===== src/rtl/sign_narrower_32to5.sv =====
`default_nettype none
// ============================================================================
// Module   : sign_narrower_32to5
// Brief    : Two-stage valid/ready narrowing of signed words to a short signed
//            field, with overflow flag and a saturating overflow counter.
// Revision : 1.0 - initial release
// ============================================================================
module sign_narrower_32to5 #(
    parameter int IN_W     = 32,
    parameter int OUT_W    = 5,
    parameter int SATURATE = 0,
    parameter int CNT_W    = 16
) (
    input  logic             clk,
    input  logic             reset,
    input  logic             in_valid,
    output logic             in_ready,
    input  logic [IN_W-1:0]  in_data,
    output logic             out_valid,
    input  logic             out_ready,
    output logic [OUT_W-1:0] out_data,
    output logic             out_ovf,
    input  logic             clr_count,
    output logic [CNT_W-1:0] ovf_count
);

    localparam int               c_hi_w    = IN_W - OUT_W + 1;
    localparam logic [OUT_W-1:0] c_sat_max = {1'b0, {(OUT_W-1){1'b1}}};
    localparam logic [OUT_W-1:0] c_sat_min = {1'b1, {(OUT_W-1){1'b0}}};

    logic             r_s1_valid;
    logic [IN_W-1:0]  r_s1_word;
    logic             r_out_valid;
    logic [OUT_W-1:0] r_out_data;
    logic             r_out_ovf;
    logic [CNT_W-1:0] r_ovf_count;

    logic             w_accept;
    logic             w_s2_load;
    logic             w_ovf_xfer;
    logic [c_hi_w-1:0] w_hi;
    logic             w_fit;
    logic [OUT_W-1:0] w_narrow;

    // S2 frees up in the same cycle it is drained, so S1 can always move on.
    assign w_s2_load  = r_s1_valid & (~r_out_valid | out_ready);
    assign in_ready   = ~r_s1_valid | ~r_out_valid | out_ready;
    assign w_accept   = in_valid & in_ready;
    assign w_ovf_xfer = r_out_valid & out_ready & r_out_ovf;

    // The value fits when every bit from the MSB down to the narrow sign bit agrees.
    assign w_hi  = r_s1_word[IN_W-1:OUT_W-1];
    assign w_fit = (&w_hi) | ~(|w_hi);

    generate
        if (SATURATE != 0) begin : g_sat
            assign w_narrow = w_fit ? r_s1_word[OUT_W-1:0]
                                    : (r_s1_word[IN_W-1] ? c_sat_min : c_sat_max);
        end else begin : g_trunc
            assign w_narrow = r_s1_word[OUT_W-1:0];
        end
    endgenerate

    always_ff @(posedge clk) begin
        if (reset) begin
            r_s1_valid  <= 1'b0;
            r_s1_word   <= '0;
            r_out_valid <= 1'b0;
            r_out_data  <= '0;
            r_out_ovf   <= 1'b0;
        end else begin
            if (w_accept) begin
                r_s1_word <= in_data;
            end

            if (w_accept) begin
                r_s1_valid <= 1'b1;
            end else if (w_s2_load) begin
                r_s1_valid <= 1'b0;
            end

            if (w_s2_load) begin
                r_out_valid <= 1'b1;
                r_out_data  <= w_narrow;
                r_out_ovf   <= ~w_fit;
            end else if (out_ready) begin
                r_out_valid <= 1'b0;
            end
        end
    end

    // Clear takes priority over a coincident overflowed transfer.
    always_ff @(posedge clk) begin
        if (reset) begin
            r_ovf_count <= '0;
        end else if (clr_count) begin
            r_ovf_count <= '0;
        end else if (w_ovf_xfer && !(&r_ovf_count)) begin
            r_ovf_count <= r_ovf_count + 1'b1;
        end
    end

    assign out_valid = r_out_valid;
    assign out_data  = r_out_data;
    assign out_ovf   = r_out_ovf;
    assign ovf_count = r_ovf_count;

endmodule
`default_nettype wire


===== config.mk =====
export PLATFORM = sky130hd
export DESIGN_NAME = sign_narrower_32to5
export DESIGN_NICKNAME = d
export VERILOG_FILES = /design/src/rtl/sign_narrower_32to5.sv
export SDC_FILE = /design/constraint.sdc
export NUM_CORES = 1
export LEC_CHECK = 0
export CORE_MARGIN = 2
export CORE_UTILIZATION = 48
export CTS_CLUSTER_DIAMETER = 200
export DETAILED_ROUTE_END_ITERATION = 8
export MAX_ROUTING_LAYER = met4
export PLACE_DENSITY_LB_ADDON = 0.05
export SLEW_MARGIN = 20
export SYNTH_ARGS = -nofsm -noshare
export SYNTH_HDL_FRONTEND = slang
export SYNTH_SLANG_ARGS = --single-unit

===== constraint.sdc =====
create_clock -name clk -period 2.35 [get_ports clk]
set_input_delay 0.5875 -clock clk [delete_from_list [all_inputs] [get_ports clk]]
set_output_delay 0.5875 -clock clk [all_outputs]
set_load 0.005 [all_outputs]

==> summary.md, run 1 <==
| Metric | Value |
|---|---|
| Flops & latches, synth | `56` |
| Post-route insts no fill | `425` |
| Yosys warning total | `0` |
| Number of post-CTS setup repair buffers | `0` |
| Setup crit start kind | `input pin` |
| Slew HR | `59.2%` |
| Hold WS | `461 ps` |
| RSZ-0062 raised after global routing | `no` |
| Clock sinks | `56` |
| Hold WC Path Type | `reg -> reg` |
| Peak supply drop | `0.000416 V` |
| Total Power | `1710 uW` |
| Die area | `5490 um2` |
| Final GP Congestion | `0.882` |
| Crit path max fanout | `4` |
| Syn nets | `340` |
| Antenna viol nets, final | `0` |
| Synth-to-layout area growth | `32.1%` |
| Post-synth top flop | `dfxtp_1` |
| Clock Power Share | `30.8%` |
| Synth Area in Compound Gates | `between 10% and 20%` |
| Clk_skew | `5.51 ps` |
| DRT iter0 DRCs | `146` |
| Hold Path End | `out_data[2]$_SDFFE_PP0P_` |
| Placed cell count | `417` |
| Die Y | `74.1 um` |
| Critical Path End Type | `primary output` |
| All-Layer GR Usage | `21.0%` |
| Synth Area in Adders | `0.531%` |
| Skew-Pair Late Insertion Delay | `approximately 320 ps` |
| CTS tree | `built` |
| Hold path startpoint | `out_data[2]$_SDFFE_PP0P_` |
| Net Sw Power | `424 uW` |
| Crit path cell chain | `clkdlybuf4s50_1, nand3b_1, dlymetal6s2s_1` |
| Worst slew pin tran | `607 ps` |
| # diodes | `0` |
| Number of flops mapped to enable cells by yosys | `0` |
| CP arrival | `~1400 ps` |
| Post-Synth XOR/XNOR Area | `0%` |
| Initial antenna violation count | `0` |
| Largest family of logic cells by synthesized area | `simple AND/OR/NAND/NOR gates` |
| Net Sw Frac | `24.7%` |
| CP peak stage delay | `450 ps` |
| PD cells | `around 550 nW/um2` |
| DPL Wire Length | `3840 um` |
| Register-to-register setup slack | `350 ps` |
| Worst EP required | `about 1800 ps` |
| Root Driver | `clkbuf_8` |
| Worst R2R Start | `ovf_count[0]$_SDFFE_PP0P_` |
| Synth Area in Simple Gates | `31.1%` |
| Port Buf Inserts | `60` |
| Layout cells sized above 1 | `5.87%` |
| Critical setup path kind | `in -> out` |
| Leading cell type in the layout, fill and taps excluded | `nand2_1` |
| I/O pins | `61` |
| Register area share after synthesis | `roughly 48%` |
| Longest Clk Path Bufs | `2` |
| Crit path time final | `between 2000 and 2500 ps` |
| CTS buffer count | `5` |
| Crit share post-route | `85.2%` |
| Highest-count cells in the layout ignoring fill and taps | `nand2_1 (83), clkdlybuf4s50_1 (59), dfxtp_1 (56)` |
| Outcome | `completed` |
| Vias/cell | `5.48` |
| Fraction of registers with async set/reset | `0%` |
| # setup viols final | `0` |
| DIE WIDTH | `74.1 um` |
| Pre-antenna DRT Iters | `4` |
| Sequential cell fraction of total power | `59.1%` |
| Netlist cell types | `32` |
| Slew Viols, Final | `0` |
| Final nets | `395` |
| Pin count of the biggest net entering global routing | `41` |
| Critical-path top delay cell | `clkdlybuf4s50_1` |
| Multiplexer share of the synthesized area | `0.424%` |
| Vias in the first global route | `1,999` |
| DR DRC count | `0` |
| Core Area | `roughly 4700 um2` |
| Drt total wl | `5330 um` |
| Fin. Hold Viols | `0` |
| Avg WL per Cell | `around 13 um` |
| Reg2reg path depth | `5` |
| CTS H-tree lvls | `2` |
| First-pass GRT wire length | `8710 um` |
| Cells after Synth | `302` |
| Setup TNS | `0 ps` |
| R2R Path End | `ovf_count[14]$_SDFFE_PP0P_` |
| Initial Util | `49.9%` |
| Hold path cells | `2` |
| Fmax achieved | `499 MHz` |
| Post-Syn Area per Cell | `7.81 um2` |
| Cell Rows | `25` |
| Clk pin slew, worst setup/hold paths | `100 ps` |
| Comb power frac | `10.2%` |
| Max_cap viols | `0` |
| Int Power | `1290 uW` |
| Via count | `2,328` |
| Grt ovf | `0` |
| Leak | `between 0.001 and 0.0015 uW` |
| Post-Syn Area | `2360 um2` |
## sequential cells by signal, indices dropped and copies added, names as in the netlist
register / flops
out_data: 5
out_ovf: 1
r_s1_valid: 1
out_valid: 1
r_s1_word: 32
ovf_count: 16
## power by group through the flow
stage	Clock [uW]	Sequential, uW	Combinational (uW)
after global placement	0	1030	173
after floorplan	0	1030	87.5
after CTS	543	1010	177
final	528	1010	174
after detailed placement	0	1040	177
after global routing	576	1020	195
## cells by family after synthesis
kind of cell             after synthesis
multiplexers                           1
adder cells (fa/ha/maj)                1
buffers and inverters                 23
AO/OA/AOI/OAI                         71
flip-flops                            56
AND/OR/NAND/NOR                      150
## how the worst max path moves through the flow
stage                                    startpoint                         end  slack, ps  cells after the start
final                                     out_ready                    in_ready        350                      3
after floorplan           ovf_count[0]$_SDFFE_PP0P_  ovf_count[14]$_SDFFE_PP0P_        500                      5
after global placement                    out_ready                    in_ready         30                      3
after detailed placement                  out_ready                    in_ready         20                      3
after global routing      ovf_count[0]$_SDFFE_PP0P_  ovf_count[14]$_SDFFE_PP0P_        230                      5
after CTS                                 out_ready                    in_ready         10                      3
## what timing repair did
action / in CTS / in global routing
resized for setup: 0 / 1
endpoints found under the setup margin: 0 / 1
hold buffers: 0 / 0
## cell type report
class                           count  area [um2]
Tap cell                           67        83.8
Multi-Input combinational cell    223        1150
Clock inverter                      3        18.8
Clock buffer                        5        68.8
Sequential cell                    56        1120
Fill cell                         433        1610
Timing Repair Buffer               68         663
Inverter                            3        11.3
## metal layers
metal	global-route usage, %	share of wire (%)	vias up
li1	-	-	1189
met1	25.7	46	1072
met2	34.3	48	59
met3	3.66	4.6	8
met4	8.48	1.6	0
met5	-	0	-
## Yosys cell counts, types with 2 or more instances
| library cell | n | share of area (%) |
|---|---|---|
| dfxtp_1 | 56 | 48 |
| buf_1 | 4 | 0.64 |
| nand4_1 | 10 | 2.7 |
| nor3_1 | 3 | 0.64 |
| inv_1 | 3 | 0.48 |
| or4_1 | 9 | 2.9 |
| and3_1 | 2 | 0.53 |
| a21oi_1 | 52 | 11 |
| o21ai_0 | 6 | 1.3 |
| nand3_1 | 13 | 2.8 |
| nand2_1 | 83 | 13 |
| or2_2 | 2 | 0.53 |
| nor2_1 | 4 | 0.64 |
| nor4_1 | 9 | 2.4 |
| a41o_1 | 2 | 0.85 |
| clkbuf_1 | 15 | 2.4 |
| and4_1 | 2 | 0.74 |
| o31ai_1 | 6 | 1.9 |
| a31oi_1 | 2 | 0.53 |
| or3_1 | 7 | 1.9 |
## stage by stage
stage               util [%]  cell area (um2)  setup slack [ps]
floorplan                  -             2360               499
global placement        64.1             3030              32.3
detailed placement      64.1             3030              21.8
CTS                     65.9             3110              12.5
global route            66.0             3120               230
finish                  66.0             3120               348
## worst max-delay path, delay by kind of cell
kind / cells / cell delay [ps]
buffers and inverters: 2 / 630
AND/OR/NAND/NOR: 1 / 190
No activity file was read; power rests on OpenSTA's default activity.
==> inputs of run 2 (changes only) <==
- CORE_ASPECT_RATIO: unset -> 1.2
- SLEW_MARGIN: 20 -> unset
==> run 2 against run 1 <==
Compared with the run above: wire length increased by 0.36%; setup slack got worse by 130 ps; highest routed layer unchanged; largest cell class unchanged; core utilization increased by 1.2 points; global-route usage increased by 0.39 points; hold slack improved by 2.2 ps.
==> summary.md, run 2 (same netlist as run 1, synthesis figures left out) <==
| Metric | Value |
|---|---|
| Worst R2R Start | `ovf_count[0]$_SDFFE_PP0P_` |
| # setup viols final | `0` |
| Skew-Pair Late Insertion Delay | `300 ps` |
| PD cells | `roughly 550 nW/um2` |
| Int Power | `between 1000 and 1500 uW` |
| Port Buf Inserts | `60` |
| Area after DPL | `3030 um2` |
| CTS tree | `built` |
| Worst path buffer plus inverter count | `2` |
| Hold Path End | `r_s1_word[0]$_SDFFE_PP0P_` |
| DIE WIDTH | `between 60 and 70 um` |
| CP arrival | `about 1600 ps` |
| Slew HR | `62.7%` |
| Final instance area | `about 3100 um2` |
| CP peak stage delay | `440 ps` |
| Layout cells sized above 1 | `5.87%` |
| Total Power | `1740 uW` |
| Grt ovf | `0` |
| Clk_skew | `6.56 ps` |
| Avg WL per Cell | `approximately 13 um` |
| Peak supply drop | `between 0.0004 and 0.0005 V` |
| Initial antenna violation count | `0` |
| Max reg flops | `32` |
| Hold path cells | `2` |
| Drt total wl | `5350 um` |
| # diodes | `0` |
| Critical Path End Type | `primary output` |
| All-Layer GR Usage | `21.4%` |
| Largest Register | `r_s1_word` |
| Setup crit start kind | `input pin` |
| First-pass GRT wire length | `8930 um` |
| Sequential cell fraction of total power | `58.4%` |
| Worst path top cell family by delay | `buffers and inverters` |
| DRT iter0 DRCs | `153` |
| Max_cap viols | `0` |
| Worst EP required | `1760 ps` |
| Register-to-register setup slack | `400 ps` |
| Hold path startpoint | `r_s1_word[0]$_SDFFE_PP0P_` |
| Pin count of the biggest net entering global routing | `just over 40` |
| Initial Util | `about half` |
| Crit path max fanout | `4` |
| I/O pins | `61` |
| DR DRC count | `0` |
| Outcome | `completed` |
| Clock Power Share | `about a third` |
| Slew Viols, Final | `0` |
| Crit share post-route | `90.8%` |
| Fmax achieved | `approximately 470 MHz` |
| CTS H-tree lvls | `2` |
| Via count | `2,322` |
| DPL Wire Length | `3910 um` |
| Fin. Hold Viols | `0` |
| Highest-count cells in the layout ignoring fill and taps | `nand2_1 (83), clkdlybuf4s50_1 (59), dfxtp_1 (56)` |
| Hold WC Path Type | `reg -> reg` |
| Net Sw Frac | `22.4%` |
| Leading cell type in the layout, fill and taps excluded | `nand2_1` |
| Die Y | `80.8 um` |
| Leak | `between 0.001 and 0.0015 uW` |
| Placed cell count | `408` |
| Die area | `5490 um2` |
| Vias/cell | `5.58` |
| Crit path time final | `around 2100 ps` |
| Critical setup path kind | `in -> out` |
| Worst slew pin tran | `554 ps` |
| R2R Path End | `ovf_count[14]$_SDFFE_PP0P_` |
| Clock sinks | `56` |
| Crit path cell chain | `clkdlybuf4s50_1, nand3b_1, dlygate4sd2_1` |
| Clk pin slew, worst setup/hold paths | `90 ps` |
| Crit path from | `out_ready` |
| Critical-path top delay cell | `clkdlybuf4s50_1` |
| Net Sw Power | `389 uW` |
| Final nets | `396` |
| RSZ-0062 raised after global routing | `no` |
| Reg2reg path depth | `5` |
| Core Area | `4660 um2` |
| Post-route insts no fill | `416` |
| Cell Rows | `27` |
| Final GP Congestion | `~0.8` |
| Longest Clk Path Bufs | `2` |
| Synth-to-layout area growth | `32.7%` |
| Antenna viol nets, final | `0` |
| CTS buffer count | `5` |
| Vias in the first global route | `2,096` |
| Comb power frac | `10.1%` |
| Pre-antenna DRT Iters | `4` |
| Root Driver | `clkbuf_8` |
## run 2: cell count changes in the layout (fill, tap and decap cells not counted)
cell            previous run  this run
clkbuf_8                   5         7
clkinv_4                   1         0
buf_12                     0         1
dlymetal6s2s_1             1         0
dlygate4sd2_1              0         1
clkinv_2                   2         0
## run 2: metrics by stage
stage	hold WS, ps	util, %	setup slack (ps)	setup TNS [ps]
2_1_floorplan	437	-	499	0
3_3_place_gp	443	64.9	-8.35	-8.35
3_5_place_dp	450	64.9	-0.229	-0.229
4_1_cts	463	67.1	220	0
5_1_grt	486	67.1	191	0
6_report	463	67.1	216	0
## run 2: worst max path at each step
| stage | cells after the start | endpoint | slack, ps |
|---|---|---|---|
| final | 3 | in_ready | 220 |
| after floorplan | 5 | ovf_count[14]$_SDFFE_PP0P_ | 500 |
| after detailed placement | 3 | in_ready | -0.2 |
| after global placement | 3 | in_ready | -8 |
| after global routing | 3 | in_ready | 190 |
| after CTS | 3 | in_ready | 220 |
## run 2: final cells by class
| type | count | area (um2) |
|---|---|---|
| Clock buffer | 7 | 96.3 |
| Fill cell | 437 | 1530 |
| Inverter | 3 | 11.3 |
| Multi-Input combinational cell | 223 | 1150 |
| Sequential cell | 56 | 1120 |
| Tap cell | 58 | 72.6 |
| Timing Repair Buffer | 69 | 679 |
## run 2: power by group through the flow
stage	logic, uW	registers (uW)	clock network (uW)
3_5_place_dp	177	1040	0
3_3_place_gp	175	1030	0
6_report	176	1010	547
2_1_floorplan	87.5	1030	0
4_1_cts	178	1010	562
5_1_grt	197	1020	602
## run 2: timing repair
| action | CTS | global route |
|---|---|---|
| endpoints found under the setup margin | 1 | 0 |
| resized for setup | 1 | 0 |
| hold buffers | 0 | 0 |
| buffers inserted | 1 | 0 |
| endpoints found under the hold margin | 0 | 0 |
## run 2: tightest hold or removal path: stages, from the launching register on
cell and delay (ps):
dfxtp_1 320, nand2_1 50, a21oi_1 50
## run 2: layer usage
metal | track usage [%] | up-vias | wire length [um]
li1 | - | 1187 | -
met5 | - | - | 0
met1 | 24.7 | 1080 | 2250
met4 | 7.20 | 0 | 70
met2 | 37.4 | 48 | 2850
met3 | 3.05 | 7 | 180
==> inputs of run 3 (changes only) <==
- CORE_UTILIZATION: 48 -> 52
- SLEW_MARGIN: unset -> 0
- clock period: 2.35 -> 2.5 ns (I/O delays scaled with it)
==> run 3 against run 2 <==
Compared with the run above: sequential share of layout area up 0.45 points; register-to-register slack better by 80 ps; clock power down 7.9%; die area down 7.3%; via count down 1.3%; hold slack worse by 7.3 ps; core utilization up 4.3 points; global-route usage up 0.83 points; critical path type unchanged; largest cell class unchanged.
==> summary.md, run 3 (same netlist as run 1, synthesis figures left out) <==
| Metric | Value |
|---|---|
| Outcome | `completed` |
| Vias in the first global route | `2,024` |
| Setup TNS | `0 ps` |
| Post-route insts no fill | `411` |
| CTS tree | `built` |
| Hold WC Path Type | `reg -> reg` |
| Leading cell type in the layout, fill and taps excluded | `nand2_1` |
| DIE WIDTH | `65.5 um` |
| Avg WL per Cell | `12.6 um` |
| Clock sinks | `56` |
| Clk pin slew, worst setup/hold paths | `90 ps` |
| Die Y | `77.8 um` |
| Worst slew pin tran | `678 ps` |
| Root Driver | `clkbuf_8` |
| Initial Util | `54.5%` |
| PD cells | `around 520 nW/um2` |
| Final nets | `approximately 400` |
| Max reg flops | `32` |
| Max_cap viols | `0` |
| CTS buffer count | `5` |
| Peak supply drop | `0.000361 V` |
| Hold Buf Count CTS | `0` |
| Skew-Pair Late Insertion Delay | `300 ps` |
| Highest-count cells in the layout ignoring fill and taps | `nand2_1 (83), clkdlybuf4s50_1 (59), dfxtp_1 (56)` |
| Antenna viol nets, final | `0` |
| Fin. Hold Viols | `0` |
| Fmax achieved | `466 MHz` |
| Longest Clk Path Bufs | `2` |
| Cell Rows | `26` |
| Layout cells sized above 1 | `5.07%` |
| Placed cell count | `403` |
| Final GP Congestion | `0.850` |
| Slew Viols, Final | `0` |
| Final worst setup slack | `354 ps` |
| Clk_skew | `between 4 and 5 ps` |
| Die area | `5090 um2` |
| CTS H-tree lvls | `2` |
| DRT iter0 DRCs | `between 100 and 150` |
| # diodes | `0` |
| Drt total wl | `5200 um` |
| Critical setup path kind | `in -> out` |
| DR DRC count | `0` |
| RSZ-0062 raised after global routing | `no` |
| Synth-to-layout area growth | `31.1%` |
| Vias/cell | `5.57` |
| # setup viols final | `0` |
| Fillers | `378` |
| Largest Register | `r_s1_word` |
| CP arrival | `1520 ps` |
| Grt ovf | `0` |
| Setup crit start kind | `input pin` |
| Post-place setup slack | `21.1 ps` |
| Leak | `0.00106 uW` |
| Worst EP required | `1880 ps` |
| DPL Wire Length | `3750 um` |
| Pre-antenna DRT Iters | `4` |
| First-pass GRT wire length | `8740 um` |
| Crit path max fanout | `4` |
| Crit path time final | `between 2000 and 2500 ps` |
| Pin count of the biggest net entering global routing | `41` |
| Via count | `2,291` |
| Core Area | `4330 um2` |
| Initial antenna violation count | `0` |
| All-Layer GR Usage | `22.2%` |
| Critical Path End Type | `primary output` |
| I/O pins | `61` |
| Crit share post-route | `85.8%` |
| Port Buf Inserts | `60` |
| Slew HR | `54.4%` |
| Fin util | `71.5%` |
==> run 3: changes by cell type in the layout (fill, tap and decap cells not counted) <==
cell            previous run  this run
buf_4                      8         6
dlymetal6s2s_1             0         1
clkinv_4                   0         1
buf_12                     1         0
clkbuf_8                   7         6
dlygate4sd2_1              1         0
==> run 3: critical path, stage by stage <==
cell and delay, ps:
clkdlybuf4s50_1 450, nand3b_1 250, dlymetal6s2s_1 200
==> run 3: per-layer routing <==
metal / GRT usage (%) / vias to the layer above / routed length (um)
met5: - / - / 0
met1: 25.6 / 1056 / 2250
met2: 37.7 / 50 / 2670
met4: 8.54 / 0 / 100
met3: 4.35 / 8 / 183
li1: - / 1177 / -
==> run 3: final cells by class <==
cell class	instances	area, um2	share of cell area [%]
Sequential cell	56	1120	36.3
Tap cell	56	70.1	2.27
Clock inverter	1	8.76	0.283
Clock buffer	6	82.6	2.67
Timing Repair Buffer	66	648	21.0
Inverter	3	11.3	0.364
Multi-Input combinational cell	223	1150	37.2
==> run 3: stage by stage <==
stage	hold slack, ps	power, uW	instance area [um2]
floorplan	437	1050	2360
global placement	442	1130	2990
detailed placement	447	1140	2990
CTS	461	1630	3080
global route	481	1690	3090
finish	456	1620	3090
==> run 3: repair_timing <==
action	in CTS	in global routing
setup buffers	0	1
endpoints found under the setup margin	0	1
resized for setup	0	1
hold endpoints to repair	0	0
==> run 3: worst paths after layout <==
check	end	depth (start not counted)	slack, ps	start
setup reg to reg	ovf_count[14]$_SDFFE_PP0P_	5	480	ovf_count[0]$_SDFFE_PP0P_
setup / recovery	in_ready	3	350	out_ready
hold / removal	out_data[2]$_SDFFE_PP0P_	2	460	out_data[2]$_SDFFE_PP0P_
hold reg to reg	out_data[2]$_SDFFE_PP0P_	2	460	out_data[2]$_SDFFE_PP0P_
==> run 3: where the power goes <==
group / switching (uW) / internal [uW] / leakage [uW]
sequential: 26.4 / 926 / 0.000458
clock: 282 / 222 / 0.0000473
combinational: 72.1 / 89.9 / 0.000552
total: 381 / 1240 / 0.00106
